File: src/rtl/cpa_slice_sequencer.sv
// Digit-serial adder sequencer driving one external carry-propagate adder slice.
// Optional CPA_SEQ_SUB_EN adds a sub_i port for two's-complement subtraction.
module cpa_slice_sequencer #(
    parameter int WIDTH = 16,
    parameter int SLICE = 4
) (
    input  logic             clk_i,
    input  logic             rst_i,
    input  logic             start_i,
`ifdef CPA_SEQ_SUB_EN
    input  logic             sub_i,
`endif
    input  logic [WIDTH-1:0] a_i,
    input  logic [WIDTH-1:0] b_i,
    input  logic             c_in_i,
    output logic             busy_o,
    output logic             done_o,
    output logic [WIDTH-1:0] s_o,
    output logic             c_out_o,
    output logic [SLICE-1:0] slice_a_o,
    output logic [SLICE-1:0] slice_b_o,
    output logic             slice_cin_o,
    input  logic [SLICE-1:0] slice_s_i,
    input  logic             slice_cout_i
);

    localparam int NSLICE = WIDTH / SLICE;
    localparam int KW     = (NSLICE > 1) ? $clog2(NSLICE) : 1;
    localparam logic [KW-1:0] K_LAST = KW'(NSLICE - 1);

    if ((WIDTH % SLICE) != 0 || SLICE > WIDTH) begin : g_bad_cfg
        $error("cpa_slice_sequencer: WIDTH must be a non-zero multiple of SLICE");
    end

    typedef enum logic [1:0] {
        S_IDLE = 2'd0,
        S_RUN  = 2'd1,
        S_DONE = 2'd2
    } state_t;

    state_t           state_q;
    logic [KW-1:0]    k_q;
    logic [WIDTH-1:0] a_q;
    logic [WIDTH-1:0] b_q;
    logic             cin_q;
    logic             carry_q;
    logic [WIDTH-1:0] res_q;
    logic [WIDTH-1:0] s_q;
    logic             c_out_q;
    logic             busy_q;
    logic             done_q;

    logic [WIDTH-1:0] b_d;
    logic             cin_d;
    logic [WIDTH-1:0] res_d;
    logic [KW-1:0]    k_d;

    // Subtraction is a + ~b + 1; c_out then reads as "no borrow".
    always_comb begin
`ifdef CPA_SEQ_SUB_EN
        b_d   = sub_i ? ~b_i : b_i;
        cin_d = sub_i ? 1'b1 : c_in_i;
`else
        b_d   = b_i;
        cin_d = c_in_i;
`endif
    end

    always_comb begin
        res_d = res_q;
        res_d[int'(k_q) * SLICE +: SLICE] = slice_s_i;
        k_d   = k_q + KW'(1);
    end

    always_ff @(posedge clk_i or posedge rst_i) begin
        if (rst_i) begin
            state_q <= S_IDLE;
            k_q     <= '0;
            a_q     <= '0;
            b_q     <= '0;
            cin_q   <= 1'b0;
            carry_q <= 1'b0;
            res_q   <= '0;
            s_q     <= '0;
            c_out_q <= 1'b0;
            busy_q  <= 1'b0;
            done_q  <= 1'b0;
        end else begin
            done_q <= 1'b0;
            case (state_q)
                S_IDLE, S_DONE: begin
                    if (start_i) begin
                        state_q <= S_RUN;
                        busy_q  <= 1'b1;
                        k_q     <= '0;
                        a_q     <= a_i;
                        b_q     <= b_d;
                        cin_q   <= cin_d;
                        carry_q <= 1'b0;
                        res_q   <= '0;
                    end else begin
                        state_q <= S_IDLE;
                    end
                end
                S_RUN: begin
                    res_q   <= res_d;
                    carry_q <= slice_cout_i;
                    if (k_q == K_LAST) begin
                        state_q <= S_DONE;
                        busy_q  <= 1'b0;
                        done_q  <= 1'b1;
                        k_q     <= '0;
                        s_q     <= res_d;
                        c_out_q <= slice_cout_i;
                    end else begin
                        k_q <= k_d;
                    end
                end
                default: begin
                    state_q <= S_IDLE;
                    busy_q  <= 1'b0;
                end
            endcase
        end
    end

    // Slice drive decodes registers only, so the external adder sees no input-port paths.
    assign slice_a_o   = busy_q ? a_q[int'(k_q) * SLICE +: SLICE] : '0;
    assign slice_b_o   = busy_q ? b_q[int'(k_q) * SLICE +: SLICE] : '0;
    assign slice_cin_o = busy_q ? ((k_q == '0) ? cin_q : carry_q) : 1'b0;

    assign busy_o  = busy_q;
    assign done_o  = done_q;
    assign s_o     = s_q;
    assign c_out_o = c_out_q;

endmodule
File: config.mk
export PLATFORM = sky130hd
export DESIGN_NAME = cpa_slice_sequencer
export DESIGN_NICKNAME = d
export VERILOG_FILES = /design/src/rtl/cpa_slice_sequencer.sv
export SDC_FILE = /design/constraint.sdc
export NUM_CORES = 1
export LEC_CHECK = 0
export BUFFER_PORTS_ARGS = -buffer_cell sky130_fd_sc_hd__clkbuf_2
export CAP_MARGIN = 20
export CORE_AREA = 2 2 89 91
export DETAILED_ROUTE_END_ITERATION = 8
export DIE_AREA = 0 0 91 93
export GPL_ROUTABILITY_DRIVEN = 0
export PLACE_DENSITY = 0.78
export SLEW_MARGIN = 20
export SYNTH_ARGS = -nofsm -noshare
export SYNTH_HDL_FRONTEND = slang
export SYNTH_SLANG_ARGS = --single-unit
File: constraint.sdc
create_clock -name clk_i -period 1.7 [get_ports clk_i]
set_input_delay 0 -clock clk_i [delete_from_list [all_inputs] [get_ports clk_i]]
set_output_delay 0 -clock clk_i [all_outputs]
set_load 0.01 [all_outputs]
======== Yosys cells after proc, flatten, opt, wreduce, memory -nomap -nowiden ========
Cells that the tools add are included.
cells by class
  mux-type cells .......................... 20
  shift operators ......................... 4
  equal/unequal tests ..................... 5
  $add $sub $neg .......................... 2
  reductions and logical operators ........ 8
operators with widths
  cell                       count
  $neg A4 Y33                1
  $shift A4 B33 Y16 const A  1
  $shiftx A4 B33 Y16         1
  $pmux W16 S2               1
  $shiftx A16 B5 Y4          2
  $bwmux W16                 1
  $mux W16                   1
  $mux W1                    8
  $mux W4                    2
  $pmux W2 S2                2
  $reduce_and A2 Y1          4
  $mux W2                    3
  $eq A2 B2 Y1 const B       2
  $logic_not A2 Y1           2
  $ne A2 B2 Y1 const B       2
  $pmux W1 S2                2
  $add A2 B1 Y2 const B      1
  $eq A2 B1 Y1 const B       1
  $reduce_bool A2 Y1         1
  $reduce_or A2 Y1           1
word-level totals
  output and inout port bits .............. 28
  register bits after elaboration ......... 73
  input bits .............................. 41
  word-level logic and storage cells ...... 50

======== Longest topological paths before layout ========
Gate-level depths: netlist of the first run.
  depth in word-level cells ............... 4
  gate-level depth with buffers ........... 7
  mapped depth without buffers ............ 5

======== Worst setup path before layout of the first run ========
No wires, ideal clock.
  kind .................................... register to register
  from .................................... register k_q[0]
  to ...................................... register res_q[10]
  setup slack ............................. -0.056 ns
  data required time ...................... 1.578 ns
  stages on the path, launching flop included .. 7
  library setup time ...................... 0.122 ns
  data arrival time ....................... 1.634 ns
  path buffers ............................ 2
  clock period less this slack ............ 1.756 ns
  path through ............................ dfrtp_1 buf_6 inv_1 ha_1 and4bb_2 buf_2 a32o_1
between the ends
  cells in the longest elaborated chain, start to end .. 4
  elaborated cells on any way between the ends .. 5
  those cells by class .................... add/sub: 1; shift: 2; mux: 2
RTL lines
  element                                                  RTL line  text
  start, declared                                          42        logic [KW-1:0] k_q;
  start signal, assigned                                   116       k_q <= k_d;
  $neg A4 Y33 *                                            71        res_d[int'(k_q) * SLICE +: SLICE] = slice_s_i;
  $shiftx A4 B33 Y16 or $shift A4 B33 Y16 (tied branches)  71
  $bwmux W16 *                                             71
  $pmux W16 S2 *                                           90        case (state_q)
  end signal, assigned                                     106       res_q <= res_d;
  end, declared                                            47        logic [WIDTH-1:0] res_q;
Every way passes the cells marked *; elsewhere a longest branch is shown, timed or not.
A chain may end at the register's enable or synchronous reset.

======== Worst setup path in the final report of the first run ========
  from .................................... register k_q[0]
  to ...................................... output slice_b_o[2]
between the ends
  cells in the longest elaborated chain, start to end .. 2
RTL lines
  element            RTL line  text
  $shiftx A16 B5 Y4  129       assign slice_b_o = busy_q ? b_q[int'(k_q) * SLICE +: SLICE] : '0;
  $mux W4            129
  end, declared      21        output logic [SLICE-1:0] slice_b_o,
Every way passes these cells.

==> impl_results.md, run 1 <==
* Synthesis-to-finish area growth at 37.36%
* Port bufs at 68
* First-pass GRT wire length at 12290 µm
* Synth cell types at 23
* Vias at 2417
* DRT Pass-1 Iters at 4
* Post-DP HPWL at 4637 µm
* R2r setup slk at 0.07 ns
* WL final at 7224 µm
* Layout cell share with drive strength beyond 1 at 0.4351
* Worst vdd ir at 920.1 µV
* Pre-CTS setup slack at 0.1381 ns
* Overall power consumption at 8.534 mW
* Critical Path AT at 1.70 ns
* Run status: complete, no violations
* Final hold slack at 0.06170 ns
* Largest net degree at the start of global routing at 74
* Gate Count Post-Synth at 259
* Reg clk slew, reported paths at 0.07 ns
* H-tree depth at 3
* Syn Std Cell Area at 0.003306 mm²
* Crit path max fanout at 8
* Final period util at 0.9994
* Worst min-delay path class: in2reg
* CP bufs+invs at 2
* Chip Width at 91 µm
* Core Rows at 32
* Reg2Reg Launch Point: k_q[0]
* Wirelength per Cell at 15.31 µm
* Gr ovfl total at 0
* Top cells by area, synth: dfrtp_1, mux2_2, a21oi_1
* Area leader, netlist: dfrtp_1
* Vias in the first global route at 2595
* Worst-Margin Slew at 0.4291 ns
* PwrDens at 1880 mW/mm²
* Slowest stage cell, crit path: mux4_2
* Max-cap violations at 0
* Root Driver: clkbuf_8
* Critical path's top delay family: multiplexers
* Worst R2R Path Depth at 6
* DR DRC count at 0
* Fmax at 0.5886 GHz
* RSZ-0062 raised after global routing: true
* Antenna cells at 0
* Initial antenna violation count at 0
* Initial Util at 0.4392
* Synth async-reset ratio at 1.000
* Skew final at 0.006625 ns
* CTS tree: built
* DR iter-0 viols at 81
* Final core occ at 0.6032
* CP max stage delay at 0.50 ns
* RR Endpoint: res_q[15]
* Final Critical Period at 1.699 ns
* CTS sink cnt at 73
* Mapped Nets at 306
* Slew Limit Headroom at 0.7139
* Crit. path cell count at 4
* Register area at 0.001827 mm²
* Number of CTS-inserted buffers at 9
* Worst Path Required at 1.70 ns
* Setup TNS at 0 ns
* Die Height at 93 µm
* Die ar. at 0.008463 mm²
* CP Cell Sequence: buf_8 > mux4_2 > and2_4 > buf_6
* Io pins at 69
* Clock Path Buffers at 2
* Main synth FF type: dfrtp_1
* Sequential fraction of the synthesis area at 0.5526
* CP Launch Type: flop
* Number of synthesized flops with an enable pin at 0
* Max Slew Vio Count at 0
* Multi-input logic area at 0.001424 mm²
* Core area at 0.007527 mm²
* Final Hold Vio Count at 0
* End of the critical path: slice_b_o[2]
* Synth top area share at 0.5526
* Register bit count reported by yosys at 73
* Gr usage total at 0.1875
* Crit Path Category: reg2out
* Final setup margin at 0.001035 ns
* Avg Cell Area, Syn at 12.76 µm²
* CP Launch Point: k_q[0]
* Filler cells at 623
* Ys Warns at 0
* Nets at 412
* Leakage power at 2.030 nW
* Antenna violation net count after detailed routing at 0
* Post-DR vias/cell at 5.121
* Skew-Pair Late Insertion Delay at 0.35 ns
* Worst setup EP type: primary output
* Setup violations, final at 0
[registers in the layout (all words and copies together) (netlist names)]
name,cells
c_out_o,1
done_o,1
k_q,2
state_q,2
carry_q,1
b_q,16
res_q,16
busy_o,1
a_q,16
cin_q,1
s_o,16
[kinds of logic after synthesis]
group | synth area share
flip-flops | 0.5526
adder cells (fa/ha/maj) | 0.02271
buffers and inverters | 0.04125
AND/OR/NAND/NOR | 0.09538
multiplexers | 0.1734
AO/OA/AOI/OAI | 0.1147
[cell usage after synthesis, types with 3 or more instances]
library cell	n
mux2_2	34
mux4_2	8
dfrtp_1	73
inv_1	4
ha_1	6
and2_1	8
a32o_1	16
a21oi_1	36
and4bb_2	3
nor2_1	19
nor2b_1	19
buf_2	19
[metrics by stage]
step,cells,area (µm²)
6_report,472,4541
5_1_grt,472,4541
4_1_cts,471,4429
3_5_place_dp,418,3796
3_3_place_gp,418,3796
2_1_floorplan,259,3322
[worst min-delay path by stage]
stage	start	to	slack, ns	cells past startpoint
after floorplan	slice_cout_i	carry_q	0.14	1
after global routing	slice_s_i[1]	res_q[9]	0.07	2
final	slice_s_i[1]	res_q[1]	0.06	2
after detailed placement	rst_i	s_o[13]	0.13	3
after global placement	rst_i	s_o[13]	0.12	3
after CTS	slice_s_i[3]	res_q[7]	0.05	2
[worst register-to-register path, stage by stage (launching register included)]
cell and delay [ns]:
dfrtp_1 0.38, buf_4 0.15, inv_4 0.06, ha_4 0.28, and4bb_4 0.26, buf_4 0.14
a32o_1 0.25
[placed cells by master, fill, tap and decap left out, types with 2 or more instances in the layout]
cell type | synthesis | layout
bufinv_16 | 0 | 3
mux4_2 | 8 | 8
and2_4 | 0 | 8
inv_1 | 4 | 2
ha_2 | 0 | 3
mux2_2 | 34 | 34
and3b_1 | 2 | 2
buf_6 | 2 | 9
dlygate4sd3_1 | 0 | 36
a32o_1 | 16 | 16
clkbuf_8 | 0 | 10
buf_12 | 0 | 3
dfrtp_1 | 73 | 73
and4bb_4 | 0 | 3
a21oi_1 | 36 | 34
a22o_1 | 2 | 2
nor2_1 | 19 | 19
clkinvlp_4 | 0 | 2
ha_4 | 0 | 2
clkbuf_2 | 0 | 60
nor2b_1 | 19 | 18
buf_4 | 0 | 8
a21oi_2 | 0 | 2
[final cells by class]
type                       instances  area share
tap                              102     0.02811
multi-input combinational        160      0.3136
sequential                        73      0.4023
timing repair buffer             117      0.1976
inverter                           4    0.004684
clock inverter                     5     0.02260
clock buffer                      11     0.03114
[power by group]
part           total, mW  switching (mW)  internal (mW)
registers           2.96           0.445           2.51
logic               3.93            1.69           2.25
clock network       1.65           0.634           1.01
[repair_timing]
item,in CTS,in global routing
buffers inserted,1,1
hold endpoints to repair,109,0
gates resized for setup,8,34
hold buffers,36,0
endpoints found under the setup margin,8,27
pin swaps,0,3
[routing by layer]
| layer | wire length (µm) | track usage | vias up |
|---|---|---|---|
| li1 | - | - | 1136 |
| met1 | 2960 | 0.2182 | 1184 |
| met2 | 3702 | 0.3198 | 87 |
| met3 | 458 | 0.06124 | 10 |
| met4 | 103 | 0.07955 | 0 |
| met5 | 0 | 0 | - |
(Power assumes the default switching activity.)
==> inputs of run 2 (changes only) <==
--- a/config.mk
+++ b/config.mk
@@ -11,6 +11,7 @@
 export DETAILED_ROUTE_END_ITERATION = 8
 export DIE_AREA = 0 0 91 93
 export GPL_ROUTABILITY_DRIVEN = 0
+export HOLD_SLACK_MARGIN = 0.12
 export PLACE_DENSITY = 0.78
 export SLEW_MARGIN = 20
 export SYNTH_ARGS = -nofsm -noshare
==> run 2 against run 1 <==
Effect of this change:
- non-clock buffer count is 4 higher
- fmax hardly changed
- global-route usage is 0.21 points higher
- critical endpoint unchanged
- largest cell class unchanged
- largest power group unchanged
- highest routed layer unchanged
==> impl_results.md, run 2 (synthesis results as in run 1) <==
* Worst setup EP type: primary output (unchanged)
* WL final at 7316 µm (was 7224 µm)
* CP Cell Sequence: buf_8 > mux4_2 > and2_4 > buf_6 (unchanged)
* Root Driver: clkbuf_8 (unchanged)
* Number of CTS-inserted buffers at 9 (unchanged)
* Die ar. at 0.008463 mm² (unchanged)
* Initial Util at 0.4392 (unchanged)
* CP bufs+invs at 2 (unchanged)
* Reg clk slew, reported paths at 0.07 ns (about the same)
* Max Slew Vio Count at 0 (unchanged)
* Final period util at 0.9991 (was 0.9994)
* R2r setup slk at 0.07 ns (about the same)
* Overall power consumption at 8.539 mW (was 8.534 mW)
* Skew final at 0.006299 ns (was 0.006625 ns)
* CTS sink cnt at 73 (unchanged)
* Skew-Pair Late Insertion Delay at 0.35 ns (about the same)
* Core Rows at 32 (unchanged)
* PwrDens at 1864 mW/mm² (was 1880 mW/mm²)
* Initial antenna violation count at 0 (unchanged)
* Core area at 0.007527 mm² (unchanged)
* Crit Path Category: reg2out (unchanged)
* Die Height at 93 µm (unchanged)
* Slowest stage cell, crit path: mux4_2 (unchanged)
* Post-DR vias/cell at 5.103 (was 5.121)
* Vias in the first global route at 2617 (was 2595)
* Gr ovfl total at 0 (unchanged)
* H-tree depth at 3 (unchanged)
* Most frequent cells in the layout: dfrtp_1, clkbuf_2, dlygate4sd3_1 (unchanged)
* Worst min-delay path class: in2async (was in2reg)
* Synthesis-to-finish area growth at 38.57% (was 37.36%)
* Final Critical Period at 1.699 ns (about the same)
* Nets at 416 (was 412)
* Io pins at 69 (unchanged)
* CP max stage delay at 0.50 ns (about the same)
* Chip Width at 91 µm (unchanged)
* Run status: complete, no violations (unchanged)
* Setup TNS at 0 ns (unchanged)
* Slew Limit Headroom at 0.7150 (was 0.7139)
* Antenna cells at 0 (unchanged)
* Antenna violation net count after detailed routing at 0 (unchanged)
* Gr usage total at 0.1896 (was 0.1875)
* First-pass GRT wire length at 12430 µm (was 12290 µm)
* Vias at 2429 (was 2417)
* Worst vdd ir at 920.1 µV (about the same)
* Critical path's top delay family: multiplexers (unchanged)
* DR iter-0 viols at 85 (was 81)
* Clock Path Buffers at 2 (unchanged)
* CP Launch Type: flop (unchanged)
* Layout cell share with drive strength beyond 1 at 0.4305 (was 0.4351)
* Filler cells at 618 (was 623)
* Setup violations, final at 0 (unchanged)
* Max-cap violations at 0 (unchanged)
* DR DRC count at 0 (unchanged)
* Critical Path AT at 1.70 ns (about the same)
* Port bufs at 68 (unchanged)
* CTS tree: built (unchanged)
* Final Hold Vio Count at 0 (unchanged)
* Worst Path Required at 1.70 ns (about the same)
* Worst-Margin Slew at 0.4275 ns (was 0.4291 ns)
* RSZ-0062 raised after global routing: true (unchanged)
* Most common cell after layout, fill and taps aside: dfrtp_1 (unchanged)
* Fmax at 0.5887 GHz (was 0.5886 GHz)
* Largest net degree at the start of global routing at 74 (unchanged)
* Leakage power at 2.047 nW (was 2.030 nW)
* Wirelength per Cell at 15.37 µm (was 15.31 µm)
* Post-DP HPWL at 4637 µm (unchanged)
* DRT Pass-1 Iters at 4 (unchanged)
* Crit path max fanout at 8 (unchanged)
run 2: cell types whose count changed in the layout (fill, tap and decap cells not counted), sizes merged:
cell / delta
dlygate4sd3: +4
run 2: final cells by class:
class                      count  area [µm²]  share of cell area
inverter                       4       21.27            0.004644
clock inverter                 5       102.6             0.02240
timing repair buffer         121       937.1              0.2046
clock buffer                  11       141.4             0.03087
tap                          102       127.6             0.02786
multi-input combinational    160        1424              0.3108
sequential                    73        1827              0.3988
run 2: path summary, 6_finish.rpt:
| check | to | depth (start not counted) | start |
|---|---|---|---|
| max in group asynchronous | a_q[7] | 4 | rst_i |
| worst min-delay path | res_q[14] | 4 | rst_i |
| worst max register to register | res_q[15] | 6 | k_q[0] |
| min in group clk_i | b_q[9] | 3 | b_i[9] |
| worst max-delay path | slice_b_o[2] | 4 | k_q[0] |
| worst min register to register | res_q[1] | 1 | res_q[1] |
run 2: stage by stage:
stage	worst slack (ns)	util	area, µm²	hold slack (ns)	cells
3_3_place_gp	0.1787	0.5043	3796	0.1189	418
4_1_cts	-0.02348	0.5938	4469	0.3056	475
5_1_grt	-0.08018	0.6085	4581	0.3347	476
6_report	0.001471	0.6085	4581	0.2794	476
3_5_place_dp	0.1381	0.5043	3796	0.1269	418
2_1_floorplan	0.02348	-	3322	0.1397	259
run 2: tightest hold or removal path: stages:
cell           delay (ns)
dlygate4sd3_1        0.53
clkbuf_2             0.12
clkinvlp_4           0.08
buf_12               0.31
run 2: timing repair:
action,CTS,global route
hold buffers,40,0
setup buffers,1,1
setup endpoints to repair,8,27
cloned,0,0
hold endpoints to repair,139,0
resized for setup,8,34
pin swaps,0,3
run 2: power breakdown:
group | total, mW | internal (mW) | switching, mW | leakage, nW
Combinational | 3.93 | 2.25 | 1.68 | 1.04
Clock | 1.65 | 1.01 | 0.633 | 0.120
Sequential | 2.96 | 2.51 | 0.447 | 0.892
run 2: routing by layer:
metal	track usage	vias to the layer above	part of all wire
met5	0	-	0
met4	0.07955	0	0.014
met3	0.06044	10	0.066
met2	0.3265	95	0.52
met1	0.2192	1179	0.40
li1	-	1145	-
==> inputs of run 3 (changes only) <==
--- a/config.mk
+++ b/config.mk
@@ -5,14 +5,14 @@
 export SDC_FILE = /design/constraint.sdc
 export NUM_CORES = 1
 export LEC_CHECK = 0
-export BUFFER_PORTS_ARGS = -buffer_cell sky130_fd_sc_hd__clkbuf_2
 export CAP_MARGIN = 20
 export CORE_AREA = 2 2 89 91
 export DETAILED_ROUTE_END_ITERATION = 8
 export DIE_AREA = 0 0 91 93
+export DONT_BUFFER_PORTS = 1
 export GPL_ROUTABILITY_DRIVEN = 0
 export HOLD_SLACK_MARGIN = 0.12
-export PLACE_DENSITY = 0.78
+export PLACE_DENSITY = 0.7
 export SLEW_MARGIN = 20
 export SYNTH_ARGS = -nofsm -noshare
 export SYNTH_HDL_FRONTEND = slang
==> constraint.sdc (replaced) <==
create_clock -name clk_i -period 1.55 [get_ports clk_i]
set_input_delay 0 -clock clk_i [delete_from_list [all_inputs] [get_ports clk_i]]
set_output_delay 0 -clock clk_i [all_outputs]
set_load 0.01 [all_outputs]
==> run 3 against run 2 <==
Effect of this change:
- the flow now finishes with violations (setup timing)
- cell count shrank 14%
- register-to-register slack worse by 0.13 ns
- first-iteration DRC count is 35% lower
- hold slack got worse by 0.14 ns
- sequential share of layout area increased by 2.9 points
- combinational power fell by 8.4%
- global-route usage shrank 1.8 points
- sequential power rose by 15%
- clock power grew 9%
- setup slack got worse by 0.063 ns
- wire length down 5.1%
- sequential cell count stayed put
- critical endpoint is now res_q[3]
==> impl_results.md, run 3 (synthesis results as in run 1) <==
* Run status: finished, violations left (was complete, no violations)
* Failing checks: setup timing
* Worst setup EP type: flop (was primary output)
* Io pins at 69 (unchanged)
* Post-DP HPWL at 4500 µm (was 4637 µm)
* Antenna cells at 0 (unchanged)
* Final Hold Vio Count at 0 (unchanged)
* DR iter-0 viols at 55 (was 85)
* Die Height at 93 µm (unchanged)
* Most frequent cells in the layout: dfrtp_1, dlygate4sd3_1, mux2_2 (was dfrtp_1, clkbuf_2, dlygate4sd3_1)
* Finished Cell Area at 0.004272 mm² (was 0.004581 mm²)
* Initial Util at 0.4392 (unchanged)
* Pre-CTS setup slack at 0.0006832 ns (was 0.1381 ns)
* Number of CTS-inserted buffers at 9 (unchanged)
* Worst-Margin Slew at 0.6280 ns (was 0.4275 ns)
* Slew Limit Headroom at 0.5804 (was 0.7150)
* WL final at 6940 µm (was 7316 µm)
* CP max stage delay at 0.45 ns (was 0.50 ns)
* Core Rows at 32 (unchanged)
* Final period util at 1.040
* Worst Path Required at 1.82 ns (was 1.70 ns)
* Critical Path AT at 1.88 ns (was 1.70 ns)
* Gr ovfl total at 0 (unchanged)
* Worst vdd ir at 1098 µV (was 920.1 µV)
* CTS sink cnt at 73 (unchanged)
* Antenna violation net count after detailed routing at 0 (unchanged)
* H-tree depth at 3 (unchanged)
* DRT Pass-1 Iters at 4 (unchanged)
* Vias at 2196 (was 2429)
* RSZ-0062 raised after global routing: true (unchanged)
* Final setup margin at -0.06140 ns (was 0.001471 ns)
* Max-cap violations at 0 (unchanged)
* PwrDens at 2061 mW/mm² (was 1864 mW/mm²)
* Final core occ at 0.5675 (was 0.6085)
* Dpl cells at 353 (was 418)
* Initial antenna violation count at 0 (unchanged)
* Clock Path Buffers at 2 (unchanged)
* Port bufs at 0 (was 68)
* Cell Area, Placed at 0.003516 mm² (was 0.003796 mm²)
* Vias in the first global route at 2281 (was 2617)
* Skew-Pair Late Insertion Delay at 0.34 ns (was 0.35 ns)
* Final Critical Period at 1.611 ns
* Setup violations, final at 20 (was 0)
* Core area at 0.007527 mm² (unchanged)
* CP Cell Sequence: buf_4 > inv_6 > ha_4 > and4bb_4 > buf_6 > a32o_1 (was buf_8 > mux4_2 > and2_4 > buf_6)
* Root Driver: clkbuf_8 (unchanged)
* Overall power consumption at 8.805 mW (was 8.539 mW)
* Chip Width at 91 µm (unchanged)
* Synthesis-to-finish area growth at 29.22% (was 38.57%)
* Max Slew Vio Count at 0 (unchanged)
* Largest net degree at the start of global routing at 47 (was 74)
* Nets at 351 (was 416)
* Worst min-delay path class: in2reg (was in2async)
* CTS tree: built (unchanged)
* Leakage power at 1.782 nW (was 2.047 nW)
* Skew final at 0.009467 ns (was 0.006299 ns)
* Post-DR vias/cell at 5.356 (was 5.103)
* Wirelength per Cell at 16.93 µm (was 15.37 µm)
* CP Launch Type: flop (unchanged)
* Setup TNS at -0.5676 ns (was 0 ns)
* Die ar. at 0.008463 mm² (unchanged)
* Gr usage total at 0.1720 (was 0.1896)
* Slowest stage cell, crit path: dfrtp_2 (was mux4_2)
* Fmax at 0.6206 GHz
* Final hold slack at 0.1393 ns (was 0.2794 ns)
* Layout cell share with drive strength beyond 1 at 0.3506 (was 0.4305)
* Crit path max fanout at 7 (was 8)
* DR DRC count at 0 (unchanged)
* Non-Filler Instances at 410 (was 476)
* Reg clk slew, reported paths at 0.08 ns (was 0.07 ns)
* Crit Path Category: reg2reg (was reg2out)
* Most common cell after layout, fill and taps aside: dfrtp_1 (unchanged)
* First-pass GRT wire length at 11500 µm (was 12430 µm)
run 3: changes by cell type in the layout (fill, tap and decap cells not counted), moves of 2 or more:
cell      delta
a21oi_1     -10
a21oi_2     +10
buf_4        +2
buf_6        -8
clkbuf_2    -60
ha_1         +2
ha_2         -2
run 3: timing repair:
action	in CTS	in global routing
hold buffers	38	2
endpoints found under the hold margin	141	16
setup endpoints to repair	11	41
pin swaps	9	7
setup buffers	1	1
gates resized for setup	17	10
run 3: worst paths after layout:
path	slack [ns]	cells past startpoint	endpoint	from
setup / recovery	-0.06	6	res_q[3]	k_q[0]
hold / removal	0.14	3	state_q[0]	start_i
setup reg to reg	-0.06	6	res_q[3]	k_q[0]
hold reg to reg	0.49	1	res_q[5]	res_q[5]
max in group asynchronous	0.69	3	k_q[0]	rst_i
min in group asynchronous	0.22	2	s_o[13]	rst_i
run 3: cell type report:
cell class	instances	area, µm²
clock inverters	5	103.9
multi-input cells	160	1469
well taps	102	127.6
inverters	4	23.77
fillers	647	3256
flip-flops and latches	73	1828
clock buffers	10	137.6
repair buffers	56	581.8
run 3: power by group:
| group | internal, mW | leakage [nW] | total, mW | switching (mW) |
|---|---|---|---|---|
| Clock | 1.10 | 0.122 | 1.80 | 0.694 |
| Combinational | 2.04 | 0.769 | 3.60 | 1.56 |
| Sequential | 2.76 | 0.890 | 3.41 | 0.655 |
run 3: per-layer routing:
metal | vias to the layer above | track usage | share of wire
met5 | - | 0 | 0
met4 | 0 | 0.05303 | 0.0013
met3 | 2 | 0.05399 | 0.070
met2 | 67 | 0.2833 | 0.49
met1 | 1107 | 0.2187 | 0.44
li1 | 1020 | - | -
run 3: worst max-delay path: cells and delay by family, from the launching register on:
kind            cells  cell delay (ns)
compound gates      1             0.15
fa+ha+maj           1             0.21
simple gates        1             0.38
buf+inv             3             0.35
flops               1             0.45
